$ cat src/rtl/tcdev_pkg.sv
`default_nettype none
// ============================================================================
// Module   : tcdev_pkg
// Purpose  : Shared types and constants for the tcdev register arbiter.
//            Holds the arbiter FSM state encoding, the default target
//            timeout and a helper for sizing requester index fields.
// Revision : 1.0 - initial release
// ============================================================================
package tcdev_pkg;

  // Arbiter FSM states
  typedef enum logic [1:0] {
    ST_IDLE   = 2'd0,
    ST_ACCESS = 2'd1,
    ST_RESP   = 2'd2
  } state_t;

  // Default maximum number of wait cycles for target ready
  localparam int c_timeout_default = 16;

  // Width of a requester index for 2..4 requesters
  function automatic int idx_width(input int n);
    return (n > 2) ? 2 : 1;
  endfunction

endpackage
`default_nettype wire

$ cat src/rtl/tcdev_rr_pick.sv
`default_nettype none
// ============================================================================
// Module   : tcdev_rr_pick
// Purpose  : Combinational round-robin picker. Searches valid_i upward from
//            ptr_i with wrap-around and returns the first set requester.
// Ports    : valid_i [NREQ]  request pending per requester
//            ptr_i   [IW]    search start index
//            gnt_o   [NREQ]  one-hot winner (all zero when nothing valid)
//            idx_o   [IW]    winner index (0 when nothing valid)
// Revision : 1.0 - initial release
// ============================================================================
module tcdev_rr_pick
  import tcdev_pkg::*;
#(
  parameter  int NREQ = 2,
  localparam int IW   = idx_width(NREQ)
) (
  input  logic [NREQ-1:0] valid_i,
  input  logic [IW-1:0]   ptr_i,
  output logic [NREQ-1:0] gnt_o,
  output logic [IW-1:0]   idx_o
);

  logic [IW-1:0] w_cand;
  logic          w_found;

  always_comb begin
    gnt_o   = '0;
    idx_o   = '0;
    w_found = 1'b0;
    w_cand  = '0;
    for (int i = 0; i < NREQ; i++) begin
      // Candidate i positions after the pointer, wrapping at NREQ
      w_cand = IW'((int'(ptr_i) + i) % NREQ);
      if (!w_found && valid_i[w_cand]) begin
        w_found        = 1'b1;
        gnt_o[w_cand]  = 1'b1;
        idx_o          = w_cand;
      end
    end
  end

endmodule
`default_nettype wire

$ cat src/rtl/tcdev_reg_arb.sv
`default_nettype none
// ============================================================================
// Module   : tcdev_reg_arb
// Purpose  : Round-robin arbiter giving NREQ requesters access to a single
//            target register bus, one transaction at a time, with a bounded
//            wait for target ready (timeout returns an error response).
// Ports    : clk_i, rst_i (async, active-high)
//            req_valid_i/addr_i/wdata_i/we_i  per-requester request inputs
//            req_gnt_o    one-cycle grant pulse per requester
//            rsp_valid_o  one-cycle response pulse to the owner
//            rsp_rdata_o, rsp_err_o  shared response payload
//            reg_en_o/addr_o/wdata_o/we_o, reg_rdata_i, reg_ready_i  target bus
// Revision : 1.0 - initial release
// ============================================================================
module tcdev_reg_arb
  import tcdev_pkg::*;
#(
  parameter int NREQ    = 2,
  parameter int TIMEOUT = c_timeout_default
) (
  input  logic              clk_i,
  input  logic              rst_i,
  input  logic [NREQ-1:0]   req_valid_i,
  input  logic [32*NREQ-1:0] req_addr_i,
  input  logic [32*NREQ-1:0] req_wdata_i,
  input  logic [NREQ-1:0]   req_we_i,
  output logic [NREQ-1:0]   req_gnt_o,
  output logic [NREQ-1:0]   rsp_valid_o,
  output logic [31:0]       rsp_rdata_o,
  output logic              rsp_err_o,
  output logic              reg_en_o,
  output logic [31:0]       reg_addr_o,
  output logic [31:0]       reg_wdata_o,
  output logic              reg_we_o,
  input  logic [31:0]       reg_rdata_i,
  input  logic              reg_ready_i
);

  localparam int c_iw = idx_width(NREQ);

  state_t          r_state,  w_state_nxt;
  logic [c_iw-1:0] r_rr_ptr, w_rr_ptr_nxt;
  logic [c_iw-1:0] r_owner,  w_owner_nxt;
  logic [31:0]     r_addr,   w_addr_nxt;
  logic [31:0]     r_wdata,  w_wdata_nxt;
  logic            r_we,     w_we_nxt;
  logic            r_err,    w_err_nxt;
  logic [7:0]      r_cnt,    w_cnt_nxt;

  logic [NREQ-1:0] w_pick_gnt;
  logic [c_iw-1:0] w_pick_idx;

  tcdev_rr_pick #(
    .NREQ (NREQ)
  ) u_pick (
    .valid_i (req_valid_i),
    .ptr_i   (r_rr_ptr),
    .gnt_o   (w_pick_gnt),
    .idx_o   (w_pick_idx)
  );

  always_ff @(posedge clk_i or posedge rst_i) begin
    if (rst_i) begin
      r_state  <= ST_IDLE;
      r_rr_ptr <= '0;
      r_owner  <= '0;
      r_addr   <= '0;
      r_wdata  <= '0;
      r_we     <= 1'b0;
      r_err    <= 1'b0;
      r_cnt    <= '0;
    end else begin
      r_state  <= w_state_nxt;
      r_rr_ptr <= w_rr_ptr_nxt;
      r_owner  <= w_owner_nxt;
      r_addr   <= w_addr_nxt;
      r_wdata  <= w_wdata_nxt;
      r_we     <= w_we_nxt;
      r_err    <= w_err_nxt;
      r_cnt    <= w_cnt_nxt;
    end
  end

  always_comb begin
    w_state_nxt  = r_state;
    w_rr_ptr_nxt = r_rr_ptr;
    w_owner_nxt  = r_owner;
    w_addr_nxt   = r_addr;
    w_wdata_nxt  = r_wdata;
    w_we_nxt     = r_we;
    w_err_nxt    = r_err;
    w_cnt_nxt    = r_cnt;
    req_gnt_o    = '0;
    rsp_valid_o  = '0;
    rsp_rdata_o  = '0;
    rsp_err_o    = 1'b0;
    reg_en_o     = 1'b0;

    case (r_state)
      ST_IDLE: begin
        if (|req_valid_i) begin
          req_gnt_o   = w_pick_gnt;
          w_owner_nxt = w_pick_idx;
          for (int k = 0; k < NREQ; k++) begin
            if (w_pick_gnt[k]) begin
              w_addr_nxt  = req_addr_i[32*k +: 32];
              w_wdata_nxt = req_wdata_i[32*k +: 32];
              w_we_nxt    = req_we_i[k];
            end
          end
          w_cnt_nxt   = '0;
          w_err_nxt   = 1'b0;
          w_state_nxt = ST_ACCESS;
        end
      end

      ST_ACCESS: begin
        reg_en_o = 1'b1;
        // Ready wins over a timeout landing in the same cycle
        if (reg_ready_i) begin
          w_err_nxt   = 1'b0;
          w_state_nxt = ST_RESP;
        end else if (r_cnt == 8'(TIMEOUT - 1)) begin
          w_err_nxt   = 1'b1;
          w_state_nxt = ST_RESP;
        end else begin
          w_cnt_nxt = r_cnt + 8'd1;
        end
      end

      ST_RESP: begin
        rsp_valid_o[r_owner] = 1'b1;
        rsp_rdata_o          = r_err ? 32'h0 : reg_rdata_i;
        rsp_err_o            = r_err;
        w_rr_ptr_nxt         = (r_owner == c_iw'(NREQ - 1)) ? '0 : r_owner + c_iw'(1);
        w_state_nxt          = ST_IDLE;
      end

      default: begin
        w_state_nxt = ST_IDLE;
      end
    endcase

    // State is already forced to IDLE by the async reset; the grant pulse is
    // the only output that could still follow live request inputs.
    if (rst_i) begin
      req_gnt_o = '0;
    end
  end

  assign reg_addr_o  = r_addr;
  assign reg_wdata_o = r_wdata;
  assign reg_we_o    = r_we;

endmodule
`default_nettype wire
$ cat config.mk
export PLATFORM = sky130hd
export DESIGN_NAME = tcdev_reg_arb
export DESIGN_NICKNAME = d
export VERILOG_FILES = /design/src/rtl/tcdev_pkg.sv /design/src/rtl/tcdev_rr_pick.sv /design/src/rtl/tcdev_reg_arb.sv
export SDC_FILE = /design/constraint.sdc
export NUM_CORES = 1
export LEC_CHECK = 0
export CAP_MARGIN = 20
export CORE_ASPECT_RATIO = 0.7
export CORE_MARGIN = 3
export CORE_UTILIZATION = 30
export CTS_CLUSTER_DIAMETER = 120
export DETAILED_ROUTE_END_ITERATION = 12
export GPL_TIMING_DRIVEN = 1
export MAX_ROUTING_LAYER = met4
export PLACE_DENSITY = 0.69
export SETUP_SLACK_MARGIN = 0.3
export SLEW_MARGIN = 10
export SYNTH_ARGS = -nofsm -noshare
export SYNTH_HDL_FRONTEND = slang
export SYNTH_SLANG_ARGS = --single-unit
$ cat constraint.sdc
create_clock -name clk_i -period 5 [get_ports clk_i]
set_input_delay 0.75 -clock clk_i [delete_from_list [all_inputs] [get_ports clk_i]]
set_output_delay 0.75 -clock clk_i [all_outputs]
set_load 0.1 [all_outputs]
After elaboration in Yosys (flattened, before gate mapping)
Cells that the tools add are included.
{"block": "op_classes", "add_sub_neg": 3, "order_cmp": 6, "n_eq_ne": 7, "n_mux": 42, "bitwise_logic": 1, "n_reduce_logical": 14}
{"op": "32-bit two-way mux", "count": 6}
{"op": "8-bit two-way mux", "count": 3}
{"op": "1-bit two-way mux", "count": 18}
{"op": "2-bit two-way mux", "count": 9}
{"op": "8-bit case mux with 2 select lines", "count": 1}
{"op": "8-bit by 1-bit adder with 8-bit output (second input constant)", "count": 1}
{"op": "8-bit by 4-bit == test with 1-bit output (second input constant)", "count": 1}
{"op": "1-bit by 2-bit < comparator with 1-bit output (second input constant)", "count": 3}
{"op": "2-bit inequality test (second input constant)", "count": 3}
{"op": "3-bit AND reduction", "count": 2}
{"op": "1-bit logical AND", "count": 4}
{"op": "2-bit case mux with 2 select lines", "count": 1}
{"op": "2-bit AND reduction", "count": 2}
{"op": "4-bit AND reduction", "count": 1}
{"op": "2-bit nonzero test", "count": 2}
{"op": "1-bit demux with 1-bit select", "count": 3}
{"op": "1-bit greater-or-equal comparator (second input constant)", "count": 3}
{"op": "3-bit inequality test (second input constant)", "count": 1}
{"op": "1-bit adder (second input constant)", "count": 2}
{"op": "2-bit by 1-bit == test with 1-bit output (second input constant)", "count": 1}
{"op": "2-bit == test (second input constant)", "count": 1}
{"op": "2-bit logical NOT", "count": 1}
{"op": "2-bit OR", "count": 1}
{"op": "1-bit case mux with 2 select lines", "count": 1}
{"op": "2 further kinds", "count": 2}
{"block": "word_totals", "regBits": 78, "inputBits": 167, "elab_cells": 81}

Depth between registers and ports, before layout
Gate-level depths: netlist of run 1.
{"block": "logic_depth", "word_depth": 10, "ltp_mapped": 7}

Modules after synthesis
A second synthesis of run 1 with hierarchy kept.
{"block": "hier_totals", "hier_cells": 322, "hier_area_um2": 4129.0}
{"module": "tcdev_reg_arb", "n_inst": 1, "cells_per_inst": 318, "area_each_um2": 4098.9, "seq_area_each_um2": 1951.9}
{"module": "tcdev_rr_pick", "n_inst": 1, "cells_per_inst": 4, "area_each_um2": 30.0, "seq_area_each_um2": 0.0}

Worst setup path after synthesis of run 1
OpenSTA, ideal clock, no wires.
{"block": "synth_timing", "path_kind": "input -> output", "startpoint": "in req_valid_i[0]", "endpoint": "out req_gnt_o[0]", "arrival_time_ns": 5.800, "setup_slack_ns": -1.550, "path_stages": 4, "path_buffers": 2, "path_cell_list": "inv_1 -> buf_2 -> buf_1 -> a2111oi_0"}
{"block": "synth_between", "elab_chain_cells": 9, "word_cells_on_any_way": 14}
{"item": "start: declaration", "line_no": "tcdev_reg_arb.sv:23", "source": "input logic [NREQ-1:0] req_valid_i,"}
{"item": "1-bit two-way mux (implied by the code) (2 in a row)", "line_no": "tcdev_rr_pick.sv:35", "source": "if (!w_found && valid_i[w_cand]) begin"}
{"item": "1-bit two-way mux", "line_no": "tcdev_rr_pick.sv:35"}
{"item": "1-bit logical NOT", "line_no": "tcdev_rr_pick.sv:35"}
{"item": "1-bit logical AND", "line_no": "tcdev_rr_pick.sv:35"}
{"item": "2-bit two-way mux", "line_no": "tcdev_rr_pick.sv:35"}
{"item": "2-bit two-way mux (*)", "line_no": "tcdev_reg_arb.sv:101", "source": "if (|req_valid_i) begin"}
{"item": "2-bit two-way mux (*)", "line_no": "tcdev_reg_arb.sv:99", "source": "case (r_state)"}
{"item": "2-bit two-way mux (*)", "line_no": "tcdev_reg_arb.sv:146", "source": "if (rst_i) begin"}
{"item": "end: declaration", "line_no": "tcdev_reg_arb.sv:27", "source": "output logic [NREQ-1:0] req_gnt_o,"}
Mark *: on every way between the ends. The rest lies on a longest branch, timed or not. The select of a mux whose other input is x is not followed.

Worst setup path after layout of run 1
{"block": "layout_timing", "startpoint": "reg r_state[0]", "endpoint": "out rsp_rdata_o[24]"}
{"block": "layout_between", "elab_chain_cells": 2}
{"item": "start: declaration", "line_no": "tcdev_reg_arb.sv:41", "source": "state_t r_state, w_state_nxt;"}
{"item": "start signal: assignment", "line_no": "tcdev_reg_arb.sv:73", "source": "r_state <= w_state_nxt;"}
{"item": "2-bit == test", "line_no": "tcdev_reg_arb.sv:99"}
{"item": "32-bit two-way mux", "line_no": "tcdev_reg_arb.sv:99"}
{"item": "end: declaration", "line_no": "tcdev_reg_arb.sv:29", "source": "output logic [31:0] rsp_rdata_o,"}
Every way passes these cells.

==> metrics.md, run 1 <==
| Metric | Value |
|---|---|
| Post-route DRC violation count | 0 |
| Syn. warnings | 0 |
| Clk Tree Root Cell | clkbuf_16 |
| Cts hold-fix bufs | 0 |
| Worst Setup Path Type | flip-flop to output port |
| FFs w/ async S/R, synth | 1.00 |
| Final nets | approximately 900 |
| Max-cap violations | 0 |
| Share of layout cells above drive strength 1 | 0.0522 |
| Register bit count reported by yosys | 78 |
| Largest net degree at the start of global routing | 67 |
| Number of global-route vias before repair | 5,018 |
| Total clock sinks | 78 |
| Overall Power | roughly 5.9 mW |
| Mean Syn Cell Area | 8.89 um2 |
| Type of origin of the critical path | flip-flop |
| Final ANT Viol Nets | 0 |
| Top cell type by total area after synthesis | dfrtp_1 |
| Initial Util | 0.312 |
| Setup TNS Final | 0 ns |
| Drt via density | between 5 and 6 |
| Layout Skew | about 0.0050 ns |
| Die area | 16,200 um2 |
| Final worst-path cycle share | 0.691 |
| CTS tree | done |
| Synth top area share | 0.442 |
| Setup bufs post-CTS | 0 |
| CTS Buffer Depth | 2 |
| Post-synthesis cell count | 497 |
| Die X-Extent | roughly 150 um |
| Port buffer count | ~270 |
| Synthesized area | 4420 um2 |
| Cell variety after synth | 40 |
| H-tree depth | 3 |
| Filler cell count | around 1,300 |
| Worst Tran Pin Value | between 1 and 1.5 ns |
| Relative slew slack | 0.315 |
| Final slew viol count | 0 |
| Total gr overflow | 0 |
| Core Area | 14,100 um2 |
| Routed vias | 4,983 |
| Global-route wire length before repair | ~27 mm |
| Final Critical Period | 3.45 ns |
| Final core occ | 0.528 |
| Final Hold Fails | 0 |
| Io pins | 270 |
| Max Fclk | 0.290 GHz |
| TritonCTS buffer count | 9 |
| Drt initial violations | ~280 |
| TritonRoute pass-1 iters | 5 |
| Static Leak | 2.74 nW |
| Final Setup Violations | 0 |
| Clk slew on worst S/H paths | about 0.060 ns |
| Area post-placement | 7140 um2 |
| Routed len/inst | 19.5 um |
| Crit path capture type | output port |
| Design Area, Final | approximately 7500 um2 |
| Footprint of the multi-input gates | about 2200 um2 |
| Routed WL | about 18 mm |
| CP max FO | 32 |
| FP Rows | 36 |
| Cell with the most instances after synthesis | dfrtp_1 |
| Peak supply drop | 0.449 mV |
| Clk_lat worst skew | 0.33 ns |
| CP Data Required Time | 4.25 ns |
| Crit path DAT | 2.70 ns |
| HPWL after DPL | 12.2 mm |
| Ys flop type | dfrtp_1 |
| Power per cell area | 783 nW/um2 |
| Register Area | 1950 um2 |
| Status | finished clean |
| Post-cts sizing count | 0 |
| GPL Wtd Cong | 0.829 |
| Initial antenna violation count | 0 |
| Area Overhead vs Synth | 69.0% |
| Ranking of synthesized cells by area | dfrtp_1 44%, o211ai_1 11%, a31oi_1 9.2%, o21ai_0 8.2%, a21oi_1 7.8% |
| Top cells by count, synth | 78 x dfrtp_1, 72 x o21ai_0, 69 x a21oi_1 |
| Hold WC Path Type | flip-flop to flip-flop |
| Die Height | 108 um |
| GR Util All Layers | 0.218 |
| Mapped Nets | 665 |
| RSZ-0062 raised after global routing | no |
| Sequential fraction of the synthesis area | 0.442 |
| N_diodes | 0 |
| EDFF count, synth | 0 |
[logic make-up after synthesis]
family                   after synthesis  synth area share
AO/OA/AOI/OAI                        280             0.380
flip-flops                            78             0.442
buffers and inverters                 69            0.0725
AND/OR/NAND/NOR                       64            0.0918
multiplexers                           5            0.0113
adder cells (fa/ha/maj)                1           0.00283
[per-layer routing]
layer  vias up  global-route usage  wire length (um)
met3        23              0.0581              1610
met4         0              0.0505               230
met2       221               0.329              8210
met1      2392               0.294              7850
li1       2347                   -                 -
met5         -                   -                 0
[layout by cell type (no fill, tap or decap), types with 2 or more instances in the layout]
master | synthesis | layout
a31oi_1 | 65 | 65
nor2_1 | 7 | 6
nand2_1 | 2 | 2
nor2_4 | 1 | 2
o211ai_1 | 65 | 65
and2_1 | 34 | 34
nand4_1 | 3 | 3
clkbuf_16 | 0 | 9
nor2b_1 | 3 | 2
o21ai_0 | 72 | 72
clkinv_2 | 0 | 2
clkbuf_1 | 34 | 3
buf_4 | 0 | 12
clkdlybuf4s50_1 | 0 | 266
inv_1 | 5 | 2
a21oi_1 | 69 | 69
dfrtp_1 | 78 | 77
mux2i_1 | 5 | 5
bufinv_16 | 0 | 3
[worst paths after layout]
path	from	to	cells after the start	slack [ns]
max in group asynchronous	rst_i	reg_wdata_o[19]$_DFFE_PP0P_	3	3.08
min in group asynchronous	rst_i	r_state[0]$_DFFE_PP0P_	2	0.94
hold reg to reg	r_cnt[0]$_DFFE_PP0P_	r_cnt[0]$_DFFE_PP0P_	1	0.52
hold / removal	r_cnt[0]$_DFFE_PP0P_	r_cnt[0]$_DFFE_PP0P_	1	0.52
setup reg to reg	r_rr_ptr$_DFFE_PP0P_	reg_wdata_o[29]$_DFFE_PP0P_	5	2.41
setup / recovery	r_state[0]$_DFFE_PP0P_	rsp_rdata_o[24]	5	1.55
[stage by stage]
stage | std cells | worst slack, ns | hold slack (ns)
after floorplan | 497 | 0.838 | 0.460
after global placement | 902 | 1.78 | 0.489
after detailed placement | 902 | 1.77 | 0.495
after CTS | 918 | 1.53 | 0.521
after global routing | 918 | 1.39 | 0.557
final | 918 | 1.55 | 0.519
[power by group]
| group | leakage, nW | internal (mW) | total (mW) | switching (mW) |
|---|---|---|---|---|
| logic | 1.69 | 0.911 | 3.97 | 3.06 |
| registers | 0.896 | 0.924 | 1.14 | 0.212 |
| clock network | 0.161 | 0.488 | 0.740 | 0.253 |
[final cells by class]
type | count | area share
Sequential cell | 78 | 0.262
Timing Repair Buffer | 279 | 0.369
Multi-Input combinational cell | 350 | 0.290
Inverter | 5 | 0.00268
Tap cell | 190 | 0.0318
Clock buffer | 12 | 0.0317
Clock inverter | 4 | 0.0127
[sequential cells by signal, indices dropped and copies added, names as in the netlist]
name,cells
r_err,1
r_rr_ptr,1
r_owner,1
reg_we_o,1
reg_wdata_o,32
r_state,2
r_cnt,8
reg_addr_o,32
[critical path, stage by stage (launching register included)]
cell and delay [ns]:
dfrtp_1 0.47, nand2b_1 0.21, nor2_1 0.10, buf_4 0.26, and2_1 0.18, clkdlybuf4s50_1 1.14
(Power assumes the default switching activity.)
==> inputs of run 2 (changes only) <==
==> constraint.sdc (replaced) <==
create_clock -name clk_i -period 3.19 [get_ports clk_i]
set_input_delay 0.4785 -clock clk_i [delete_from_list [all_inputs] [get_ports clk_i]]
set_output_delay 0.4785 -clock clk_i [all_outputs]
set_load 0.1 [all_outputs]
==> run 2 against run 1 <==
Sequential share of layout area fell by 0.74 points. Global-route usage up 0.19 points. Die area stayed put. Total power grew 54%. Via count rose by 2.8%. Largest cell class unchanged.
==> metrics.md, run 2 (same netlist as run 1, synthesis figures left out) <==
| Metric | Value |
|---|---|
| Share of layout cells above drive strength 1 | 0.183 (+0.131) |
| Drt initial violations | 362 (+30%) |
| Routed WL | 17.7 mm (-1.0%) |
| Worst Tran Pin Value | 0.988 ns (-0.0363 ns) |
| PnR worst setup slack | 0.835 ns (-0.711 ns) |
| Final Hold Fails | 0 (unchanged) |
| N_diodes | 0 (unchanged) |
| Final worst-path cycle share | 0.738 |
| FP Rows | 36 (unchanged) |
| Pre-CTS setup slack | 0.559 ns (-1.21 ns) |
| Final core occ | 0.543 (+0.0154) |
| Critical path's slowest cell | dfrtp_1 |
| Status | finished clean |
| Worst Setup Path Type | flip-flop to output port |
| Cells after DPL | 907 (+0.55%) |
| GPL Wtd Cong | 0.829 (about the same) |
| CP Data Required Time | 2.71 ns (-1.54 ns) |
| Commonest non-fill, non-tap cell in the layout | clkdlybuf4s50_1 |
| Layout Cells excl Fill | 923 (+0.54%) |
| Clk slew on worst S/H paths | 0.06 ns (about the same) |
| Final Critical Period | 2.35 ns |
| GR Util All Layers | 0.220 (+0.00193) |
| Final ANT Viol Nets | 0 (unchanged) |
| Hold WC Path Type | flip-flop to flip-flop |
| Die area | 16,200 um2 (unchanged) |
| Total gr overflow | 0 (unchanged) |
| Routed vias | 5,123 (+2.8%) |
| Initial Util | 0.312 (unchanged) |
| Number of global-route vias before repair | 5,169 (+3.0%) |
| TritonCTS buffer count | 9 (unchanged) |
| CTS tree | done |
| Area post-placement | 7410 um2 (+3.8%) |
| Crit path DAT | 1.88 ns (-0.82 ns) |
| Max-cap violations | 0 (unchanged) |
| RSZ-0062 raised after global routing | no |
| Crit-path max cell delay | 0.47 ns (-0.67 ns) |
| Final Setup Violations | 0 (unchanged) |
| Initial antenna violation count | 0 (unchanged) |
| Static Leak | 2.95 nW (+7.5%) |
| Final nets | 896 (+0.56%) |
| Largest net degree at the start of global routing | 66 (-1.5%) |
| Relative slew slack | 0.339 (+0.0243) |
| Post-route DRC violation count | 0 (unchanged) |
| Type of origin of the critical path | flip-flop |
| HPWL after DPL | 13.0 mm (+5.8%) |
| Critical path cell sequence | or2_1 > a2111oi_2 > buf_12 |
| Peak supply drop | 0.728 mV (+62%) |
| Die X-Extent | 151 um (unchanged) |
| Port buffer count | 269 (unchanged) |
| Core Area | 14,100 um2 (unchanged) |
| Final slew viol count | 0 (unchanged) |
| Setup bufs post-CTS | 0 (unchanged) |
| Layout Skew | 0.00938 ns (+0.00439 ns) |
| Global-route wire length before repair | 27.5 mm (+0.35%) |
| CP max FO | 9 (-72%) |
| Crit path capture type | output port |
| Max Fclk | ~0.42 GHz |
| Clk_lat worst skew | 0.33 ns (about the same) |
| Routed len/inst | 19.2 um (-1.5%) |
| Io pins | 270 (unchanged) |
| CTS Buffer Depth | 2 (unchanged) |
| Post-cts sizing count | 0 (unchanged) |
| Cts hold-fix bufs | 0 (unchanged) |
| Total clock sinks | 78 (unchanged) |
| Worst path bufs/invs | 1 (-1) |
| Design Area, Final | 7680 um2 (+2.9%) |
| H-tree depth | 3 (unchanged) |
| TritonRoute pass-1 iters | 5 (unchanged) |
| Drt via density | 5.55 (+2.3%) |
| Clk Tree Root Cell | clkbuf_16 |
| Overall Power | 9.04 mW (+54%) |
| Most frequent cells in the layout | 178 x clkdlybuf4s50_1, 77 x dfrtp_1, 72 x o21ai_0 |
| Power per cell area | 1180 nW/um2 (+50%) |
| Die Height | 108 um (unchanged) |
| Delay-heaviest family, CP | flip-flops |
| Area Overhead vs Synth | 73.9% |
==> run 2: changes by cell type in the layout (fill, tap and decap cells not counted) <==
cell,delta
buf_4,+57
buf_12,+36
clkbuf_1,-2
nor3_2,+1
clkinvlp_4,+2
inv_6,+1
clkbuf_8,+1
bufinv_16,-3
clkinv_2,+1
nor3_1,-1
clkdlybuf4s50_1,-88
==> run 2: worst register-to-register path, stage by stage, from the launching register on <==
cell	delay [ns]
dfrtp_1	0.47
or2_1	0.41
nor2_4	0.71
buf_4	0.46
a31oi_1	0.17
==> run 2: layout make-up <==
type                    instances  area, um2
clock buffers                  11        243
flip-flops and latches         78       1950
well taps                     190        238
repair buffers                284       3030
multi-input cells             350       2170
clock inverters                 5       33.8
fillers                      1274       6460
inverters                       5       20.0
==> run 2: worst paths after layout <==
| check | start | end | slack [ns] | cells past startpoint |
|---|---|---|---|---|
| max | r_state[0]$_DFFE_PP0P_ | req_gnt_o[0] | 0.84 | 3 |
| min | r_cnt[0]$_DFFE_PP0P_ | r_cnt[0]$_DFFE_PP0P_ | 0.53 | 1 |
| max reg2reg | r_state[0]$_DFFE_PP0P_ | reg_wdata_o[16]$_DFFE_PP0P_ | 0.84 | 4 |
| min reg2reg | r_cnt[0]$_DFFE_PP0P_ | r_cnt[0]$_DFFE_PP0P_ | 0.53 | 1 |
| max in group asynchronous | rst_i | reg_wdata_o[21]$_DFFE_PP0P_ | 1.78 | 3 |
| min in group asynchronous | rst_i | reg_wdata_o[20]$_DFFE_PP0P_ | 0.67 | 2 |
==> run 2: where the power goes <==
part	switching, mW	leakage [nW]	internal, mW	total, mW
Sequential	0.380	0.896	1.45	1.83
Clock	0.409	0.132	0.548	0.957
Combinational	4.78	1.92	1.47	6.25
==> run 2: per-layer routing <==
layer  vias up  routed length [um]  track usage
met1      2459                7440        0.287
met3        20                1750       0.0614
met4         0                 195       0.0582
met2       287                8330        0.338
met5         -                   0            -
li1       2357                   -            -
==> run 2: through the flow <==
step / TNS (ns) / hold slack (ns)
6_report: 0 / 0.525
5_1_grt: 0 / 0.553
4_1_cts: 0 / 0.519
3_5_place_dp: 0 / 0.506
3_3_place_gp: 0 / 0.510
2_1_floorplan: -0.0245 / 0.460
==> inputs of run 3 (changes only) <==
--- a/config.mk
+++ b/config.mk
@@ -13,7 +13,7 @@
 export DETAILED_ROUTE_END_ITERATION = 12
 export GPL_TIMING_DRIVEN = 1
 export MAX_ROUTING_LAYER = met4
-export PLACE_DENSITY = 0.69
+export PLACE_DENSITY = 0.72
 export SETUP_SLACK_MARGIN = 0.3
 export SLEW_MARGIN = 10
 export SYNTH_ARGS = -nofsm -noshare
==> constraint.sdc (replaced) <==
create_clock -name clk_i -period 1.97 [get_ports clk_i]
set_input_delay 0.2955 -clock clk_i [delete_from_list [all_inputs] [get_ports clk_i]]
set_output_delay 0.2955 -clock clk_i [all_outputs]
set_load 0.1 [all_outputs]
==> run 3 against run 2 <==
Sequential power rose by 57%. Worst hold slack got worse by 0.14 ns. Global-route usage rose by 1.3 points. Sequential share of layout area fell by 1.5 points. First-iteration DRC count fell by 9.4%. Clock skew barely moved. Routed wire length rose by 9.3%. Via count rose by 2.3%. Final cell count rose by 2.2%. Critical path depth rose by 3. Combinational power rose by 76%. Register-to-register slack got worse by 0.49 ns. Critical path type unchanged. Highest routed layer unchanged.
==> metrics.md, run 3 (same netlist as run 1, synthesis figures left out) <==
| Metric | Value |
|---|---|
| Initial Util | 0.312 (unchanged) |
| Area Overhead vs Synth | 84.9% |
| Worst path bufs/invs | 3 (+2) |
| Final slew viol count | 0 (unchanged) |
| TritonRoute pass-1 iters | 5 (unchanged) |
| TritonCTS buffer count | 9 (unchanged) |
| Die area | 16,200 um2 (unchanged) |
| Crit-path max cell delay | 0.42 ns (-0.05 ns) |
| CP max FO | 8 (-1) |
| Core Area | 14,100 um2 (unchanged) |
| Max-cap violations | 0 (unchanged) |
| RSZ-0062 raised after global routing | yes |
| Post-route DRC violation count | 0 (unchanged) |
| Routed WL | 19.4 mm (+9.3%) |
| Cell-internal power | 6.11 mW (+76%) |
| WL met2 | 9.13 mm (+9.6%) |
| Clk slew on worst S/H paths | 0.06 ns (about the same) |
| Io pins | 270 (unchanged) |
| Drt initial violations | 328 (-9.4%) |
| Critical path cell sequence | nand2b_4 > nor2_4 > buf_6 > buf_12 > and2_4 > buf_12 |
| GPL Wtd Cong | 0.887 (+7.0%) |
| Filler cell count | 1,191 (-6.5%) |
| Reg-to-reg slack, setup | 0.35 ns (-0.49 ns) |
| Most used cell along the critical path | buf_12 |
| Register Area | 1960 um2 (+0.13%) |
| Die X-Extent | 151 um (unchanged) |
| Final Hold Fails | 0 (unchanged) |
| Largest net degree at the start of global routing | 79 (+20%) |
| Hold Path End | r_owner$_DFFE_PP0P_ |
| Final ANT Viol Nets | 0 (unchanged) |
| Met3 WL | 1.75 mm (about the same) |
| Most frequent cells in the layout | 164 x clkdlybuf4s50_1, 83 x buf_4, 75 x dfrtp_1 |
| HPWL after DPL | 13.2 mm (+2.2%) |
| Final Setup Violations | 0 (unchanged) |
| Switching share of power | 0.603 (-0.0141) |
| Relative slew slack | 0.617 (+0.278) |
| Hold slack | 0.389 ns (-0.137 ns) |
| Worst Setup Path Type | flip-flop to output port |
| Total clock sinks | 78 (unchanged) |
| Critical path's slowest cell | dfrtp_2 |
| Port buffer count | 269 (unchanged) |
| Worst Tran Pin Value | 0.572 ns (-0.416 ns) |
| Routed vias | 5,241 (+2.3%) |
| Clock power share | 0.098 (-0.008) |
| CTS Buffer Depth | 2 (unchanged) |
| Worst hold path startpoint | req_valid_i[1] |
| Sw power | 9.26 mW (+66%) |
| FF-to-FF path depth | 6 (+2) |
| R2R Path End | reg_addr_o[11]$_DFFE_PP0P_ |
| CP Data Required Time | 1.67 ns (-1.04 ns) |
| Crit path DAT | 1.64 ns (-0.24 ns) |
| Clk Tree Root Cell | clkbuf_16 |
| M1 wire length | 8.23 mm (+11%) |
| Area post-placement | 7650 um2 (+3.3%) |
| Die Height | 108 um (unchanged) |
| Final nets | 917 (+2.3%) |
| Total gr overflow | 0 (unchanged) |
| Sequential share of power | 0.187 (-0.015) |
| Design Area, Final | 8170 um2 (+6.3%) |
| Max Fclk | 0.516 GHz |
| Drt via density | 5.56 (+0.13%) |
| Status | finished clean |
| Type of origin of the critical path | flip-flop |
| Top Layer Used | met4 |
| Layout Skew | 0.00907 ns (-0.000313 ns) |
| GR Util All Layers | 0.232 (+0.0126) |
| CTS tree | done |
| Initial antenna violation count | 1 (+1) |
| Peak supply drop | 1.12 mV (+54%) |
| Final worst-path cycle share | 0.984 |
| Hold Path Stages | 3 (+2) |
| Commonest non-fill, non-tap cell in the layout | clkdlybuf4s50_1 |
| FP Rows | 36 (unchanged) |
| Static Leak | 3.19 nW (+8.2%) |
| Routed len/inst | 20.5 um (+6.9%) |
| Hold WC Path Type | input port to flip-flop |
| FF-to-FF Start | r_state[0]$_DFFE_PP0P_ |
| Share of layout cells above drive strength 1 | 0.281 (+0.0978) |
| Footprint of the multi-input gates | 2310 um2 (+6.6%) |
| Logic pwr share | 0.715 (+0.023) |
| H-tree depth | 3 (unchanged) |
| Global-route wire length before repair | 28.8 mm (+4.7%) |
| Delay-heaviest family, CP | buffers and inverters |
| Final Critical Period | 1.94 ns |
| Crit path capture type | output port |
| Cts hold-fix bufs | 0 (unchanged) |
| Power per cell area | 1880 nW/um2 (+60%) |
| Number of global-route vias before repair | 5,164 (-0.097%) |
| Clk_lat worst skew | 0.33 ns (about the same) |
[run 3: per-stage QoR]
| stage | TNS [ns] | std cells | worst slack (ns) | util | power [mW] |
|---|---|---|---|---|---|
| 3_3_place_gp | 0 | 914 | 0.165 | 0.541 | 13.3 |
| 6_report | 0 | 943 | 0.0324 | 0.578 | 15.4 |
| 5_1_grt | -0.000672 | 943 | -0.000672 | 0.578 | 16.0 |
| 2_1_floorplan | -0.258 | 497 | -0.258 | - | 10.5 |
| 3_5_place_dp | 0 | 914 | 0.0621 | 0.541 | 13.4 |
| 4_1_cts | 0 | 939 | 0.0425 | 0.571 | 15.3 |
[run 3: worst max-delay path by stage]
stage	start	end	slack (ns)	cells after the start
6_report	r_state[0]$_DFFE_PP0P_	rsp_rdata_o[30]	0.03	6
5_1_grt	r_state[0]$_DFFE_PP0P_	rsp_rdata_o[28]	-0.0007	6
4_1_cts	r_state[0]$_DFFE_PP0P_	rsp_rdata_o[30]	0.04	6
3_5_place_dp	req_valid_i[0]	r_cnt[2]$_DFFE_PP0P_	0.06	5
3_3_place_gp	req_valid_i[0]	r_cnt[2]$_DFFE_PP0P_	0.16	5
2_1_floorplan	r_state[0]$_DFFE_PP0P_	req_gnt_o[0]	-0.26	3
[run 3: repair_timing]
item | CTS | global route
buffers inserted | 9 | 1
endpoints found under the setup margin | 67 | 57
cloned | 2 | 2
pin swaps | 19 | 15
gates resized for setup | 18 | 8
[run 3: power groups by stage]
| stage | combinational [mW] | sequential [mW] | clock, mW |
|---|---|---|---|
| 2_1_floorplan | 2.94 | 7.60 | 0 |
| 3_3_place_gp | 10.5 | 2.86 | 0 |
| 3_5_place_dp | 10.5 | 2.89 | 0 |
| 4_1_cts | 10.8 | 2.86 | 1.56 |
| 5_1_grt | 11.4 | 2.95 | 1.63 |
| 6_report | 11.0 | 2.87 | 1.51 |
[run 3: cell type report]
cell class / instances / share of cell area
flip-flops and latches: 78 / 0.239
diodes: 1 / 0.000306
well taps: 190 / 0.0291
clock inverters: 4 / 0.00306
multi-input cells: 350 / 0.283
repair buffers: 305 / 0.413
clock buffers: 10 / 0.0293
inverters: 5 / 0.00276
[run 3: routing by layer]
metal | vias up | track usage
met2 | 279 | 0.355
met1 | 2539 | 0.308
li1 | 2398 | -
met3 | 25 | 0.0665
met4 | 0 | 0.0511
met5 | - | -
[run 3: worst register-to-register path, cell delays in order, from the launching register on]
cell and delay, ns:
dfrtp_2 0.42, buf_6 0.12, or2_4 0.25, buf_4 0.17
nor2_4 0.20, buf_12 0.21, a31oi_1 0.12
